$ cat config.mk
export PLATFORM = sky130hd
export DESIGN_NAME = keypad_matrix_responder
export DESIGN_NICKNAME = d
export VERILOG_FILES = /design/src/rtl/keypad_matrix_responder.sv
export SDC_FILE = /design/constraint.sdc
export NUM_CORES = 1
export LEC_CHECK = 0
export ABC_AREA = 1
export CELL_PAD_IN_SITES_DETAIL_PLACEMENT = 1
export CELL_PAD_IN_SITES_GLOBAL_PLACEMENT = 2
export CORE_MARGIN = 2
export CORE_UTILIZATION = 31
export DETAILED_ROUTE_END_ITERATION = 6
export PLACE_DENSITY_LB_ADDON = 0.15
export SETUP_SLACK_MARGIN = 0.15
export SYNTH_ARGS = -nofsm -noshare
export SYNTH_HDL_FRONTEND = slang
export SYNTH_SLANG_ARGS = --single-unit
$ cat constraint.sdc
create_clock -name clk -period 2.2 [get_ports clk]
set_input_delay 0.44 -clock clk [delete_from_list [all_inputs] [get_ports clk]]
set_output_delay 0.44 -clock clk [all_outputs]
set_load 0.03 [all_outputs]
$ cat src/rtl/keypad_matrix_responder.sv
// keypad_matrix_responder: column-side model of a 4x4 membrane keypad.
// Tracks the contact state of 16 keys (press/release commands over a
// valid/ready handshake) and answers the scanner's active-low row drive
// with active-low column levels, with optional pseudo-random chatter.
//
// Ports:
//   clk           system clock, all logic on posedge
//   rst           synchronous active-low reset
//   row[3:0]      scanner row drive, active-low, row[3-r] selects row r
//   col[3:0]      column return, active-low, col[3-c] for column c
//   cmd_valid     command present
//   cmd_ready     command can be accepted this cycle
//   cmd_key[3:0]  key index k = 4*r + c
//   cmd_press     1 = close contact, 0 = open contact
//   busy          bounce sequence in progress
//   pressed_mask  settled contact state, bit k = key k closed

module keypad_matrix_responder #(
    parameter int unsigned BOUNCE_CYCLES = 16,
    parameter logic [7:0]  LFSR_SEED     = 8'hA5
) (
    input  logic        clk,
    input  logic        rst,
    input  logic [3:0]  row,
    output logic [3:0]  col,
    input  logic        cmd_valid,
    output logic        cmd_ready,
    input  logic [3:0]  cmd_key,
    input  logic        cmd_press,
    output logic        busy,
    output logic [15:0] pressed_mask
);

    typedef enum logic {
        S_IDLE,
        S_BOUNCE
    } state_t;

    localparam bit NO_BOUNCE = (BOUNCE_CYCLES == 0);

    // Counter runs BOUNCE_CYCLES-1 .. 0, so the settle edge lands
    // exactly BOUNCE_CYCLES edges after acceptance.
    localparam logic [7:0] CNT_INIT =
        NO_BOUNCE ? 8'd0 : 8'(BOUNCE_CYCLES - 1);

    state_t      r_state;
    state_t      w_state_n;
    logic        r_live;
    logic [3:0]  r_s1;
    logic [3:0]  r_s2;
    logic [3:0]  r_col;
    logic [15:0] r_contact;
    logic [15:0] r_mask;
    logic [3:0]  r_target;
    logic        r_dir;
    logic [7:0]  r_cnt;
    logic [7:0]  r_lfsr;

    logic [15:0] w_mask_n;
    logic [3:0]  w_target_n;
    logic        w_dir_n;
    logic [7:0]  w_cnt_n;
    logic        w_ready;
    logic        w_busy;
    logic [15:0] w_contact;
    logic [3:0]  w_col;
    logic        w_lfsr_fb;

    // Row synchronizer, contact register and column register.
    always_ff @(posedge clk) begin
        if (!rst) begin
            r_s1      <= 4'hF;
            r_s2      <= 4'hF;
            r_contact <= 16'h0000;
            r_col     <= 4'hF;
        end else begin
            r_s1      <= row;
            r_s2      <= r_s1;
            r_contact <= w_contact;
            r_col     <= w_col;
        end
    end

    // Free-running chatter source, independent of the FSM.
    assign w_lfsr_fb = r_lfsr[7] ^ r_lfsr[5] ^ r_lfsr[4] ^ r_lfsr[3];

    always_ff @(posedge clk) begin
        if (!rst) begin
            r_lfsr <= LFSR_SEED;
        end else begin
            r_lfsr <= {r_lfsr[6:0], w_lfsr_fb};
        end
    end

    // Only the target key chatters; every other key shows its
    // settled state.
    always_comb begin
        w_contact = r_mask;
        if (r_state == S_BOUNCE) begin
            w_contact[r_target] = r_lfsr[0];
        end
    end

    // Passive matrix: a column is pulled low by any closed key on
    // any selected row, so multiple selected rows ghost naturally.
    always_comb begin
        w_col = 4'hF;
        for (int r = 0; r < 4; r++) begin
            for (int c = 0; c < 4; c++) begin
                if (!r_s2[3-r] && r_contact[4*r+c]) begin
                    w_col[3-c] = 1'b0;
                end
            end
        end
    end

    // FSM state and command registers.
    always_ff @(posedge clk) begin
        if (!rst) begin
            r_state  <= S_IDLE;
            r_live   <= 1'b0;
            r_mask   <= 16'h0000;
            r_target <= 4'd0;
            r_dir    <= 1'b0;
            r_cnt    <= 8'd0;
        end else begin
            r_state  <= w_state_n;
            r_live   <= 1'b1;
            r_mask   <= w_mask_n;
            r_target <= w_target_n;
            r_dir    <= w_dir_n;
            r_cnt    <= w_cnt_n;
        end
    end

    // r_live holds cmd_ready low for the first edge out of reset.
    always_comb begin
        w_state_n  = r_state;
        w_mask_n   = r_mask;
        w_target_n = r_target;
        w_dir_n    = r_dir;
        w_cnt_n    = r_cnt;
        w_ready    = 1'b0;
        w_busy     = 1'b0;
        unique case (r_state)
            S_IDLE: begin
                w_ready = r_live;
                if (cmd_valid && r_live) begin
                    w_target_n = cmd_key;
                    w_dir_n    = cmd_press;
                    if (NO_BOUNCE || (r_mask[cmd_key] == cmd_press)) begin
                        w_mask_n[cmd_key] = cmd_press;
                    end else begin
                        w_state_n = S_BOUNCE;
                        w_cnt_n   = CNT_INIT;
                    end
                end
            end
            S_BOUNCE: begin
                w_busy = 1'b1;
                if (r_cnt == 8'd0) begin
                    w_mask_n[r_target] = r_dir;
                    w_state_n          = S_IDLE;
                end else begin
                    w_cnt_n = r_cnt - 8'd1;
                end
            end
            default: begin
                w_state_n = S_IDLE;
            end
        endcase
    end

    assign col          = r_col;
    assign cmd_ready    = w_ready;
    assign busy         = w_busy;
    assign pressed_mask = r_mask;

endmodule

# After elaboration in Yosys (flattened, before gate mapping)
# Index checks and enable logic that the tools add are counted.
# W data, S select, Z words.
# op_classes
add_sub_neg	1
eq_ne	6
order_cmp	4
n_reduce_logical	27
mux	41
bitwise	4
# op_table
operator	count
$mux W16	4
$bwmux W16	3
$pmux W16 S2	1
$mux W1	25
$mux W8	3
$logic_and A1 B1 Y1	19
$pmux W8 S2	1
$lt A4 B5 Y1 const B	2
$demux W1 S4	2
$ge A4 B1 Y1 const B	2
$logic_not A8 Y1	1
$ne A2 B2 Y1 const B	4
$sub A8 B1 Y8 const B	1
$reduce_and A3 Y1	2
$bmux W1 S4	1
$logic_not A1 Y1	4
$xor A1 B1 Y1	3
$ne A2 B1 Y1 const B	1
$pmux W1 S2	1
$reduce_and A2 Y1	1
$eq A1 B1 Y1	1
$not A1 Y1	1
# totals
in_bits	12
reg_bits	67
elab_cells	94

# Depth between registers and ports, before layout
# Gate-level depths: netlist (run 1).
# depth
depth_word	8
depth_mapped	15
ltp_nobuf	14

# Least setup slack after synthesis (run 1)
# OpenSTA, ideal clock, no wires.
# synth_path
path_type	input to register
from	in cmd_key[1]
to	reg r_mask[0] (netlist: pressed_mask[0])
arrival_time_ns	1.668
path_stages	13
slack_ns	0.416
t_required_ns	2.084
path_cell_list	buf_2 inv_1 nand2_1 nand2_1 nand2_1 nand2_2 o21ai_2 nand3_4 nor2_8 buf_6 nand3_1 nand2_1 nor2_1
# synth_between
elab_chain_cells	8
# synth_rtl
item	line_no	rtl
start, declared	28	input logic [3:0] cmd_key,
$lt A4 B5 Y1 (implied by the code) / $ge A4 B1 Y1 (equally long branches)	152	w_mask_n[cmd_key] = cmd_press;
$logic_and A1 B1 Y1 (implied by the code)	152	
$mux W1 (implied by the code)	152	
$demux W1 S4	152	
$bwmux W16	152	
$mux W16	151	if (NO_BOUNCE || (r_mask[cmd_key] == cmd_press)) begin
$mux W16	148	if (cmd_valid && r_live) begin
$pmux W16 S2	145	unique case (r_state)
end signal, assigned	129	r_mask <= w_mask_n;
end, declared	53	logic [15:0] r_mask;
# Several ways; a longest one is shown, not always the timed one. The select of a mux whose other input is x is not followed.
# A chain may end at the register's enable or synchronous reset.

# Worst setup path after layout (run 1)
# layout_path
from	reg r_mask[4] (netlist: pressed_mask[4])
to	out pressed_mask[4]
# layout_lines
item	line_no	rtl
end, declared	31	output logic [15:0] pressed_mask
# No word-level cell between the ends.

==> out/results.txt, run 1 <==
Util after Layout - 0.3928
Least-Margin Pin Slew - 0.7587 ns
Status - complete, no violations
Initial core utilization - 0.3152
Total congestion overflow - 0
Fin Hold WS - 0.4202 ns
CTS tree - built
Largest net degree at the start of global routing - 28
Routed WL per cell - 15.05 um
Hold Crit Class - reg -> reg
Async set-reset flop share out of synthesis - 0
WP buf/inv - 1
R2R depth - 10
Core area - 0.01079 mm2
Post-DP Area - 0.004021 mm2
Synth-to-Final Area Change - 24.60%
Worst R2R Setup Slack - 0.34 ns
Clock Latency Late Sink - 0.38 ns
DP HPWL - 8.129 mm
Total wire length - 10.85 mm
Antenna diode count - 0
Antenna violations before repair - 0
DR top layer - met4
Setup WS pre-CTS - -0.2356 ns
Crit end category - output pin
Fmax - 504.2 MHz
DRC - 0
WL met3 - 372 um
Main synth FF type - dfxtp_1
CP Launch Type - flop
Final period util - 0.9016
Gp weighted congestion - 0.8128
Global-route wire length before repair - 17.53 mm
Hold Violations, Final - 0
Layout net count - 589
CTS Buffer Depth - 2
Slew margin rel. - 0.4935
Fin area - 0.004239 mm2
Slowest cell on crit path - clkdlybuf4s50_1
Setup crit start - pressed_mask[4]$_SDFFE_PN0P_
Share of the synthesized area in the top cell type - 0.3943
Routed met1 length - 5.161 mm
Most common cell after layout, fill and taps aside - nor2_1
Slew Viols, Final - 0
Setup TNS - 0 ns
PortBufs - 33
Pwr dens - 645.7 mW/mm2
Finished Layout Cells - 721
RSZ-0062 raised after global routing - false
Mapped Cells - 525
DR WL met2 - 5.167 mm
CTS clk-pin slew, worst paths - 0.07 ns
Layout cell share with drive strength beyond 1 - 0.1084
DRT antenna net count - 0
Crit Reg-Reg Endpoint - pressed_mask[6]$_SDFFE_PN0P_
CTS H-Tree Depth - 3
Post-synth EDFFs - 0
Tot GR Track Use - 0.1993
Critical Path, Cell by Cell - clkdlybuf4s50_1
P_leak - 1.867 nW
Clk_skew - 0.01459 ns
Final-report setup violation count - 0
Synth area leader - dfxtp_1
Setup crit end - pressed_mask[4]
Min cycle time layout - 1.984 ns
Post-CTS setup buffers - 0
CP max FO - 4
# hold bufs at CTS - 0
Pwr Total - 2.737 mW
Critical path class - reg -> out
Maxcap violations - 0
CP Depth - 1
FF-to-FF Start - r_cnt[0]$_SDFFE_PN0P_
YS warnings - 0
Synth top area cells - dfxtp_1 39%, nor2_1 11%, nand2_1 11%
Most frequent cells in the layout - 98 x nor2_1, 97 x nand2_1, 92 x inv_1
CP arrival - 1.54 ns
IO Pins - 34
First DRT Iteration DRCs - 122
CTS root buf - clkbuf_8
Crit path required time - 1.76 ns
Die ar. - 0.01183 mm2
Die W - 108.8 um
Yosys reg bits - 67
Synth cell types - 27
Min setup slack post-route - 0.2165 ns
DR pass1 iterations - 4
TritonCTS Buffers - 9
Crit path max-delay family - buffers and inverters
Die height - 108.8 um
Sink Count - 67
Mapped Nets - 538
CP peak stage delay - 0.72 ns
Via count - 3370
Vias in the first global route - 3420
Max VDD drop - 0.4663 mV
Mean Syn Cell Area - 6.480 um2
Vias per inst - 4.674
Post-synthesis sequential area ratio - 0.3943
# placed instances - 705
Std-Cell Rows - 38
Syn Std Cell Area - 0.003402 mm2
[flip-flops by register name, indices dropped and copies added (netlist names)]
name,cells
col,4
pressed_mask,16
r_cnt,8
r_contact,16
r_dir,1
r_lfsr,8
r_live,1
r_s1,4
r_s2,4
r_state,1
r_target,4
[repair_timing]
action	4_1_cts	5_1_grt
resized for setup	1	5
setup endpoints to repair	2	27
cloned	0	0
[area by class of cell]
cell class,count,area (um2)
Clock buffer,9,123.9
Sequential cell,67,1343
Inverter,93,349.1
Clock inverter,7,76.32
Tap cell,140,175.2
Fill cell,1402,6554
Multi-Input combinational cell,348,1613
Timing Repair Buffer,57,559.3
[cell usage after synthesis, types with 2 or more instances]
| library cell | number |
|---|---|
| nor2_1 | 98 |
| inv_1 | 92 |
| xor2_1 | 4 |
| buf_2 | 2 |
| nand3_1 | 29 |
| o22ai_1 | 13 |
| xnor2_1 | 2 |
| dfxtp_1 | 67 |
| buf_6 | 2 |
| nor3_1 | 5 |
| clkbuf_1 | 10 |
| buf_8 | 2 |
| or2_2 | 13 |
| nand2_2 | 3 |
| a21oi_1 | 39 |
| nand2_1 | 97 |
| o21ai_0 | 37 |
[how the worst min path moves through the flow]
stage	to	slack, ns	cells past startpoint	start
after floorplan	r_lfsr[3]$_SDFF_PN0_	0.39	2	r_lfsr[2]$_SDFF_PN1_
after global placement	r_lfsr[2]$_SDFF_PN1_	0.39	1	r_lfsr[1]$_SDFF_PN0_
after detailed placement	r_lfsr[3]$_SDFF_PN0_	0.41	2	r_lfsr[2]$_SDFF_PN1_
after CTS	r_lfsr[3]$_SDFF_PN0_	0.43	2	r_lfsr[2]$_SDFF_PN1_
after global routing	r_s2[3]$_SDFF_PN1_	0.44	1	r_s1[3]$_SDFF_PN1_
final	r_lfsr[7]$_SDFF_PN1_	0.42	1	r_lfsr[6]$_SDFF_PN0_
[where the power goes]
part / internal, mW / switching, mW / total (mW)
logic: 0.144 / 0.206 / 0.350
clock network: 0.529 / 0.562 / 1.09
registers: 1.25 / 0.0445 / 1.30
[layer usage]
| metal | up-vias | global-route usage |
|---|---|---|
| met5 | - | 0 |
| met4 | 0 | 0.05861 |
| met3 | 11 | 0.05021 |
| met2 | 45 | 0.3362 |
| met1 | 1587 | 0.2510 |
| li1 | 1727 | - |
[cells by family after synthesis]
group / count (synthesis) / share of synthesized area
simple gates: 249 / 0.3093
compound gates: 92 / 0.1442
buf+inv: 110 / 0.1331
fa+ha+maj: 1 / 0.003677
flops: 67 / 0.3943
xor+xnor: 6 / 0.01545
(Power assumes the default switching activity.)
==> run 2, diff against run 1 <==
- ABC_AREA: 1 -> not set
- CORE_UTILIZATION: 31 -> 34
==> run 2 against run 1 <==
  * The flow now finishes with violations (setup timing)
  * Non-clock buffer count grew 28
  * Sequential cell count unchanged
  * Global-route usage grew 2.5 points
  * Combinational power rose by 26%
  * Synthesized cell count fell by 23%
  * Register-to-register slack worse by 0.35 ns
  * Fmax is 10% lower
  * Cell area up 6.1%
==> out/results.txt, run 2 <==
Status - finished with violations
Failing checks - setup timing
Die ar. - 0.01039 mm2 (-12%)
Antenna diode count - 0 (unchanged)
PortBufs - 33 (unchanged)
Mapped Cells - 403 (-23%)
Tot GR Track Use - 0.2240 (+0.02471)
Gp weighted congestion - 0.9073 (+12%)
R2R depth - 6 (-4)
Crit end category - flop
Finished Layout Cells - 606 (-16%)
Worst R2R Setup Slack - -0.007 ns (-0.35 ns)
DR WL met2 - 5.474 mm (+5.9%)
Most frequent cells in the layout - 55 x dfxtp_1, 47 x nor2_1, 45 x buf_4
Routed WL per cell - 18.94 um (+26%)
Critical path class - reg -> reg
Synth cell types - 46 (+70%)
Share of the synthesized area in the top cell type - 0.4115 (+0.01725)
DR pass1 iterations - 4 (unchanged)
Most frequent cells after synthesis - 67 x dfxtp_1, 47 x nor2_1, 42 x a21oi_1
Slew margin rel. - 0.5357 (+0.04222)
Die height - 101.9 um (-6.3%)
YS warnings - 0 (unchanged)
Total congestion overflow - 0 (unchanged)
Via count - 3254 (-3.4%)
Layout net count - 485 (-18%)
Count leader, synth - dfxtp_1
Yosys reg bits - 67 (unchanged)
RSZ-0062 raised after global routing - true
Synth area leader - dfxtp_1
Main synth FF type - dfxtp_1
Min setup slack post-route - -0.006900 ns (-0.2234 ns)
Antenna violations before repair - 0 (unchanged)
Largest net degree at the start of global routing - 27 (-3.6%)
TritonCTS Buffers - 9 (unchanged)
IO Pins - 34 (unchanged)
Vias in the first global route - 3296 (-3.6%)
Global-route wire length before repair - 17.46 mm (-0.36%)
Fin area - 0.004496 mm2 (+6.1%)
Max VDD drop - 0.2993 mV (-36%)
Final period util - 1.003 (+0.1015)
Initial core utilization - 0.3511 (+0.03587)
# hold bufs at CTS - 0 (unchanged)
Total wire length - 11.48 mm (+5.8%)
DP HPWL - 8.188 mm (+0.72%)
Worst Hold End - r_lfsr[7]$_SDFF_PN1_
First DRT Iteration DRCs - 173 (+42%)
Hold Violations, Final - 0 (unchanged)
Final-report setup violation count - 1 (+1)
CTS Buffer Depth - 2 (unchanged)
Layout cell share with drive strength beyond 1 - 0.2725 (+0.1641)
Vias per inst - 5.370 (+15%)
DRT antenna net count - 0 (unchanged)
Post-synthesis sequential area ratio - 0.4115 (+0.01725)
Core area - 0.009284 mm2 (-14%)
# placed instances - 585 (-17%)
Sink Count - 67 (unchanged)
CTS clk-pin slew, worst paths - 0.08 ns (about the same)
FF-to-FF Start - r_cnt[2]$_SDFFE_PN0P_
Std-Cell Rows - 35 (-7.9%)
P_leak - 1.583 nW (-15%)
Post-synth EDFFs - 0 (unchanged)
Pwr dens - 635.9 mW/mm2 (-1.5%)
Synth-to-Final Area Change - 37.93%
Most common cell after layout, fill and taps aside - dfxtp_1
Post-DP Area - 0.004031 mm2 (+0.25%)
Crit Reg-Reg Endpoint - r_cnt[7]$_SDFFE_PN0P_
Min cycle time layout - 2.207 ns (+0.2234 ns)
Least-Margin Pin Slew - 0.6954 ns (-0.06324 ns)
CTS root buf - clkbuf_8
Slew Viols, Final - 0 (unchanged)
Crit path required time - 2.49 ns (+0.73 ns)
Routed met1 length - 5.173 mm (+0.23%)
CTS tree - built
Maxcap violations - 0 (unchanged)
Clock Latency Late Sink - 0.35 ns (-0.03 ns)
WL met3 - 524 um (+41%)
Worst hold path startpoint - r_lfsr[6]$_SDFF_PN0_
Hold path depth - 1 (unchanged)
CTS H-Tree Depth - 3 (unchanged)
Fillers - 1108 (-21%)
DR top layer - met4
Mean Syn Cell Area - 8.088 um2 (+25%)
Async set-reset flop share out of synthesis - 0 (unchanged)
Synth top area cells - dfxtp_1 41%, a21oi_1 6.4%, nor2_1 5.4%
CP max FO - 2 (-2)
CP Launch Type - flop
Mapped Nets - 416 (-23%)
CP arrival - 2.50 ns (+0.96 ns)
Syn Std Cell Area - 0.003259 mm2 (-4.2%)
Clk_skew - 0.008855 ns (-0.005739 ns)
Pwr Total - 2.859 mW (+4.4%)
Fmax - 453.1 MHz (-10%)
DRC - 0 (unchanged)
Hold Crit Class - reg -> reg
Setup crit start - r_cnt[2]$_SDFFE_PN0P_
Die W - 101.9 um (-6.3%)
-- run 2: cell types whose count changed after synthesis, sizes merged, moves of 8 or more --
cell / previous run / this run
nand3: 30 / 11
o221a: 0 / 15
nor2b: 0 / 8
nand2b: 0 / 17
clkbuf: 10 / 24
or2: 13 / 1
nand2: 100 / 39
o21ai: 38 / 17
o22ai: 13 / 26
nor2: 100 / 47
inv: 93 / 18
-- run 2: report_power, final --
group | switching, mW | internal (mW) | leakage, nW | total (mW)
sequential | 0.0550 | 1.26 | 0.553 | 1.31
combinational | 0.241 | 0.200 | 0.932 | 0.440
clock | 0.563 | 0.543 | 0.0988 | 1.11
total | 0.858 | 2.00 | 1.58 | 2.86
-- run 2: repair_timing --
action | 4_1_cts | 5_1_grt
endpoints found under the hold margin | 0 | 0
pin swaps | 18 | 28
buffers inserted | 1 | 2
resized for setup | 36 | 25
endpoints found under the setup margin | 26 | 21
cloned | 0 | 2
-- run 2: worst max path at each step --
| stage | end | slack (ns) | depth (start not counted) |
|---|---|---|---|
| floorplan | pressed_mask[3]$_SDFFE_PN0P_ | -0.06 | 9 |
| global placement | pressed_mask[15]$_SDFFE_PN0P_ | -0.63 | 9 |
| detailed placement | r_cnt[5]$_SDFFE_PN0P_ | -0.72 | 8 |
| CTS | r_cnt[7]$_SDFFE_PN0P_ | -0.02 | 6 |
| global route | r_cnt[7]$_SDFFE_PN0P_ | -0.06 | 6 |
| finish | r_cnt[7]$_SDFFE_PN0P_ | -0.007 | 6 |
-- run 2: cell families after synthesis --
kind of cell,share of synthesized area
compound gates,0.2157
fa+ha+maj,0.003838
flops,0.4115
mux,0.04453
simple gates,0.2476
xor+xnor,0.01881
buf+inv,0.05796
-- run 2: metrics by stage --
step           setup WS (ns)  utilization  setup TNS, ns  hold slack, ns
3_3_place_gp         -0.6305       0.4342         -14.52          0.3896
5_1_grt             -0.06253       0.4842       -0.06253          0.4294
2_1_floorplan       -0.05952            -        -0.6020          0.3863
4_1_cts             -0.02408       0.4683       -0.02408          0.4176
3_5_place_dp         -0.7177       0.4342         -15.87          0.3932
6_report           -0.006900       0.4842      -0.006900          0.4141
-- run 2: routing by layer --
metal | GRT usage | vias to the layer above
li1 | - | 1559
met1 | 0.2944 | 1601
met2 | 0.3664 | 72
met3 | 0.03694 | 22
met4 | 0.09231 | 0
met5 | 0 | -
-- run 2: area by class of cell --
class,count,area [um2],area share
Multi-Input combinational cell,290,1917,0.4264
Sequential cell,67,1359,0.3023
Timing Repair Buffer,85,780.7,0.1737
Tap cell,129,161.4,0.03590
Clock buffer,9,123.9,0.02755
Clock inverter,7,82.58,0.01837
Inverter,19,71.32,0.01586
-- run 2: worst max-delay path, cell delays in order (launching register included) --
cell,delay (ns)
dfxtp_2,0.32
or3_4,0.37
or4_4,0.42
or4_4,0.53
a31o_4,0.23
a21o_1,0.16
a21oi_2,0.10
==> run 3, diff against run 2 <==
- CAP_MARGIN: not set -> 10
==> results of run 3 <==
No change in the layout: final DEF, timing and power equal those of run 2.
==> patch 1, RTL diff (flow settings as in run 1) <==
Make the reset (`rst`) asynchronous in 3 clocked blocks. Comments in the files are not updated.
--- a/src/rtl/keypad_matrix_responder.sv
+++ b/src/rtl/keypad_matrix_responder.sv
@@ -69,3 +69,3 @@
     // Row synchronizer, contact register and column register.
-    always_ff @(posedge clk) begin
+    always_ff @(posedge clk or negedge rst) begin
         if (!rst) begin
@@ -86,3 +86,3 @@
 
-    always_ff @(posedge clk) begin
+    always_ff @(posedge clk or negedge rst) begin
         if (!rst) begin
@@ -117,3 +117,3 @@
     // FSM state and command registers.
-    always_ff @(posedge clk) begin
+    always_ff @(posedge clk or negedge rst) begin
         if (!rst) begin
Behaviour: differs if rst is asserted again (counterexample within 4 cycles, from zero or initial values and one cycle with rst low); with rst held inactive, the same outputs for 10 cycles.
==> patch 1 against run 1 <==
  * Non-clock buffer count up 1
  * Die area down 1.8%
  * Sequential cell count unchanged
  * Setup slack worse by 0.019 ns
  * Largest cell class is now flip-flops and latches
  * Design area down 1.2%
  * Register-to-register slack better by 0.06 ns
  * Area after synthesis down 1.8%
  * Synthesized cell count down 21%
  * Wire length down 4.9%
  * Global-route usage down 0.61 points
Power is not compared: it rests on default switching activity, and its combinational part moved more than twofold at a synthesized area within 25%.
==> patch 1: results (changes against run 1) <==
[synthesis]
synth_fa_ha_area_frac=0.003747  ; +0.00006890
ys_seq_area_frac=0.5081  ; +0.1138
async_flop_share=1.000  ; +1.000
synth.net_count=430  ; -20%
ys.flop_type=dfrtp_1
synth-compound-area-share=0.09254  ; -0.05163
synth_xor_area_frac=0.01836  ; +0.002912
synth_common_cells=nand2_1 (167), dfrtp_1 (51), nand4_1 (33)
synth-warning-count=0  ; unchanged
synthTopCellsByArea=dfrtp_1 (38%), nand2_1 (19%), dfstp_2 (13%)

[finish]
antenna_cells=0  ; unchanged
drive_above_1_share=0.1530  ; +0.04461
final_nets=485  ; -18%

[drt]
vias=3063  ; -9.1%
drtIter0Drc=150  ; +23%
wl_per_cell_um=16.82  ; +12%
first_pass_iters=4  ; unchanged

[power]
p_switching_uw=2574

[clocking]
cts_buffers=9  ; unchanged
clk_pin_slew_ns=0.08
insertion_delay_ns=0.35  ; -0.03 ns

[global_route]
grt_max_degree=68  ; +140%
grt_pass1_vias=3177  ; -7.1%
grt_first_pass_wirelength_mm=17.03  ; -2.8%
track_usage=0.1932  ; -0.006104

[critical_path]
worstPathArrival_ns=1.56  ; +0.02 ns
rrSetupSlack_ns=0.40  ; +0.06 ns
crit_family=buffers and inverters
r2r.worst_path.cells=9  ; -1

[sta]
whs_ns=0.1020  ; -0.3182 ns
worst_pin_slew_ns=0.5677  ; -0.1910 ns
final.setup_skew_ns=0.009467  ; -0.005128 ns

[placed_design]
pre_cts_ws_ns=-0.1122  ; +0.1234 ns
gp_congestion=0.7882  ; -3.0%
dp_hpwl_mm=7.504  ; -7.7%

[min_path]
hold_class=primary input to asynchronous set/reset pin

[status]
status=finished clean

[patch 1: cell count changes after synthesis, sizes merged, moves of 37 or more]
cell	delta
dfrtp	+51
a21oi	-37
inv	-62
dfxtp	-67
nor2	-77
nand2	+70
[patch 1: layout make-up]
cell class / count / area [µm²]
clock inverter: 6 / 45.04
tap: 136 / 170.2
timing repair buffer: 58 / 555.5
fill: 1271 / 6180
sequential: 67 / 1697
clock buffer: 10 / 148.9
multi-input combinational: 304 / 1451
inverter: 32 / 122.6
[patch 1: final timing paths]
| kind | start | endpoint |
|---|---|---|
| min reg2reg | r_s1[0] | r_s2[0] |
| max | pressed_mask[0] | pressed_mask[0] |
| max reg2reg | r_cnt[0] | r_cnt[3] |
| min | rst | r_lfsr[4] |
| max in group asynchronous | rst | r_s2[3] |
| min in group clk | r_s1[0] | r_s2[0] |
[patch 1: cells by family after synthesis]
group,count (synthesis)
AND/OR/NAND/NOR,245
flip-flops,67
AO/OA/AOI/OAI,50
buffers and inverters,46
XOR/XNOR,7
adder cells (fa/ha/maj),1
other,1
[patch 1: worst reg2reg max path, stage by stage (launching register included)]
cell and delay [ns]:
dfrtp_1 0.38, inv_1 0.12, ha_1 0.21, nand2_1 0.13, nor2_1 0.16, nand4_1 0.26, nand3_2 0.19, buf_4 0.17
nand2_1 0.07, o21ai_2 0.05
[patch 1: layer usage]
layer  share of wire  wire length, µm  global-route usage  vias to the layer above
li1                -                -                   -                     1495
met1            0.52             5333              0.2877                     1515
met2            0.44             4568              0.2893                       47
met3           0.033              338             0.03632                        6
met4          0.0070               72             0.04396                        0
met5               0                0                   0                        -
[patch 1: through the flow]
stage               std cells  area [µm²]  power [µW]
global placement          597        3975        4670
floorplan                 417        3339        3584
finish                    613        4190        5687
global route              613        4190        6120
CTS                       613        4168        5744
detailed placement        597        3975        4715
==> patch 2, RTL diff (settings of run 1) <==
Without the edit above. The parameter `BOUNCE_CYCLES` goes from 16 to 8.
--- a/src/rtl/keypad_matrix_responder.sv
+++ b/src/rtl/keypad_matrix_responder.sv
@@ -18,3 +18,3 @@
 module keypad_matrix_responder #(
-    parameter int unsigned BOUNCE_CYCLES = 16,
+    parameter int unsigned BOUNCE_CYCLES = 8,
     parameter logic [7:0]  LFSR_SEED     = 8'hA5
Formal check against the unedited RTL: same outputs for any inputs over 10 cycles, from zero or initial values and one cycle with rst low; that may be too few to reach the edited logic, so the function may still have changed.
==> patch 2 against run 1 <==
  * Design area down 0.21%
  * Sequential cell count unchanged
  * Sequential share of layout area about the same
  * Clock power up 5%
  * Via count down 0.53%
  * Area after synthesis down 0.18%
  * Setup slack better by 0.057 ns
  * Wire length down 1.5%
  * Total power up 1.1%
  * Highest routed layer unchanged
==> patch 2: results (changes against run 1) <==
[status]
status=finished clean

[placed_design]
placed_cells_incl_taps=701  ; -0.57%
gp_congestion=0.8442  ; +3.9%
dpl_cell_area_um2=3988  ; -0.84%
dp_hpwl_mm=7.893  ; -2.9%
pre_cts_ws_ns=-0.2116  ; +0.02402 ns

[drt]
met3_wirelength_um=282  ; -24%
avgViaCountPerCell=4.675  ; about the same
met1_length_mm=5.020  ; -2.7%
met2_length_mm=5.262  ; +1.8%
wirelength_mm=10.69  ; -1.5%
wl_per_cell_um=14.91  ; -0.92%

[clocking]
insertion_delay_ns=0.35  ; -0.03 ns
cts_resized=3  ; +2

[min_path]
whs_endpoint=r_lfsr[3]
hold_depth=2  ; +1
hp-start=r_lfsr[2]

[finish]
fillers=1409  ; +0.50%
final_nets=586  ; -0.51%
drive_above_1_share=0.1023  ; -0.006181

[synthesis]
netlist_instances=523  ; -0.38%
synth_fa_ha_area_frac=0.003685  ; +0.000006776
synth_common_cells=nor2_1 (100), nand2_1 (95), inv_1 (90)
synth_xor_area_frac=0.01805  ; +0.002608
ys_seq_area_frac=0.3950  ; +0.0007263
synth.net_count=536  ; -0.37%

[global_route]
track_usage=0.1960  ; -0.003322
grt_pass1_vias=3486  ; +1.9%
grt_first_pass_wirelength_mm=17.51  ; -0.12%
grt_max_degree=49  ; +75%

[sta]
whs_ns=0.4172  ; -0.003030 ns

[critical_path]
reg2reg_to=pressed_mask[12]
critPathMaxStageDelay_ns=0.71
rrSetupSlack_ns=0.32  ; -0.02 ns

[power]
ir_drop_mv=0.3483  ; -25%
leakagePower_uw=0.001852  ; -0.80%

-- patch 2: cell types whose count changed in the layout (fill, tap and decap cells not counted), moves of 2 or more --
cell,change
a21oi_1,+2
dlymetal6s2s_1,-2
nor3_1,-2
dlygate4sd2_1,+2
nand3_1,-2
inv_1,-2
nand2_1,-2
nor2_1,+2
-- patch 2: how the worst max path moves through the flow --
stage                                from  depth (start not counted)               end  slack, ns
after detailed placement       cmd_key[0]                         15          r_cnt[3]      -0.21
after global placement         cmd_key[0]                         15          r_cnt[7]      -0.17
final                     pressed_mask[7]                          1   pressed_mask[7]       0.27
after global routing           cmd_key[2]                         13  pressed_mask[12]       0.16
after CTS                      cmd_key[0]                         15          r_cnt[4]       0.18
after floorplan                cmd_key[1]                         13   pressed_mask[0]       0.42
-- patch 2: cell type report --
| type | instances | area [µm²] | area share |
|---|---|---|---|
| clock buffer | 9 | 123.9 | 0.02928 |
| clock inverter | 6 | 90.09 | 0.02130 |
| inverter | 92 | 347.8 | 0.08222 |
| multi-input combinational | 347 | 1624 | 0.3839 |
| sequential | 67 | 1341 | 0.3171 |
| tap | 140 | 175.2 | 0.04141 |
| timing repair buffer | 56 | 528.0 | 0.1248 |
-- patch 2: layer usage --
metal | vias to the layer above | GRT usage
met5 | - | 0
met4 | 0 | 0.05311
met2 | 38 | 0.3473
met1 | 1588 | 0.2430
li1 | 1716 | -
met3 | 10 | 0.03646
-- patch 2: power breakdown --
group | total [µW] | internal (µW) | leakage, µW | switching (µW)
combinational | 335 | 128 | 0.00120 | 206
clock | 1140 | 636 | 0.000106 | 507
sequential | 1290 | 1250 | 0.000547 | 39.8
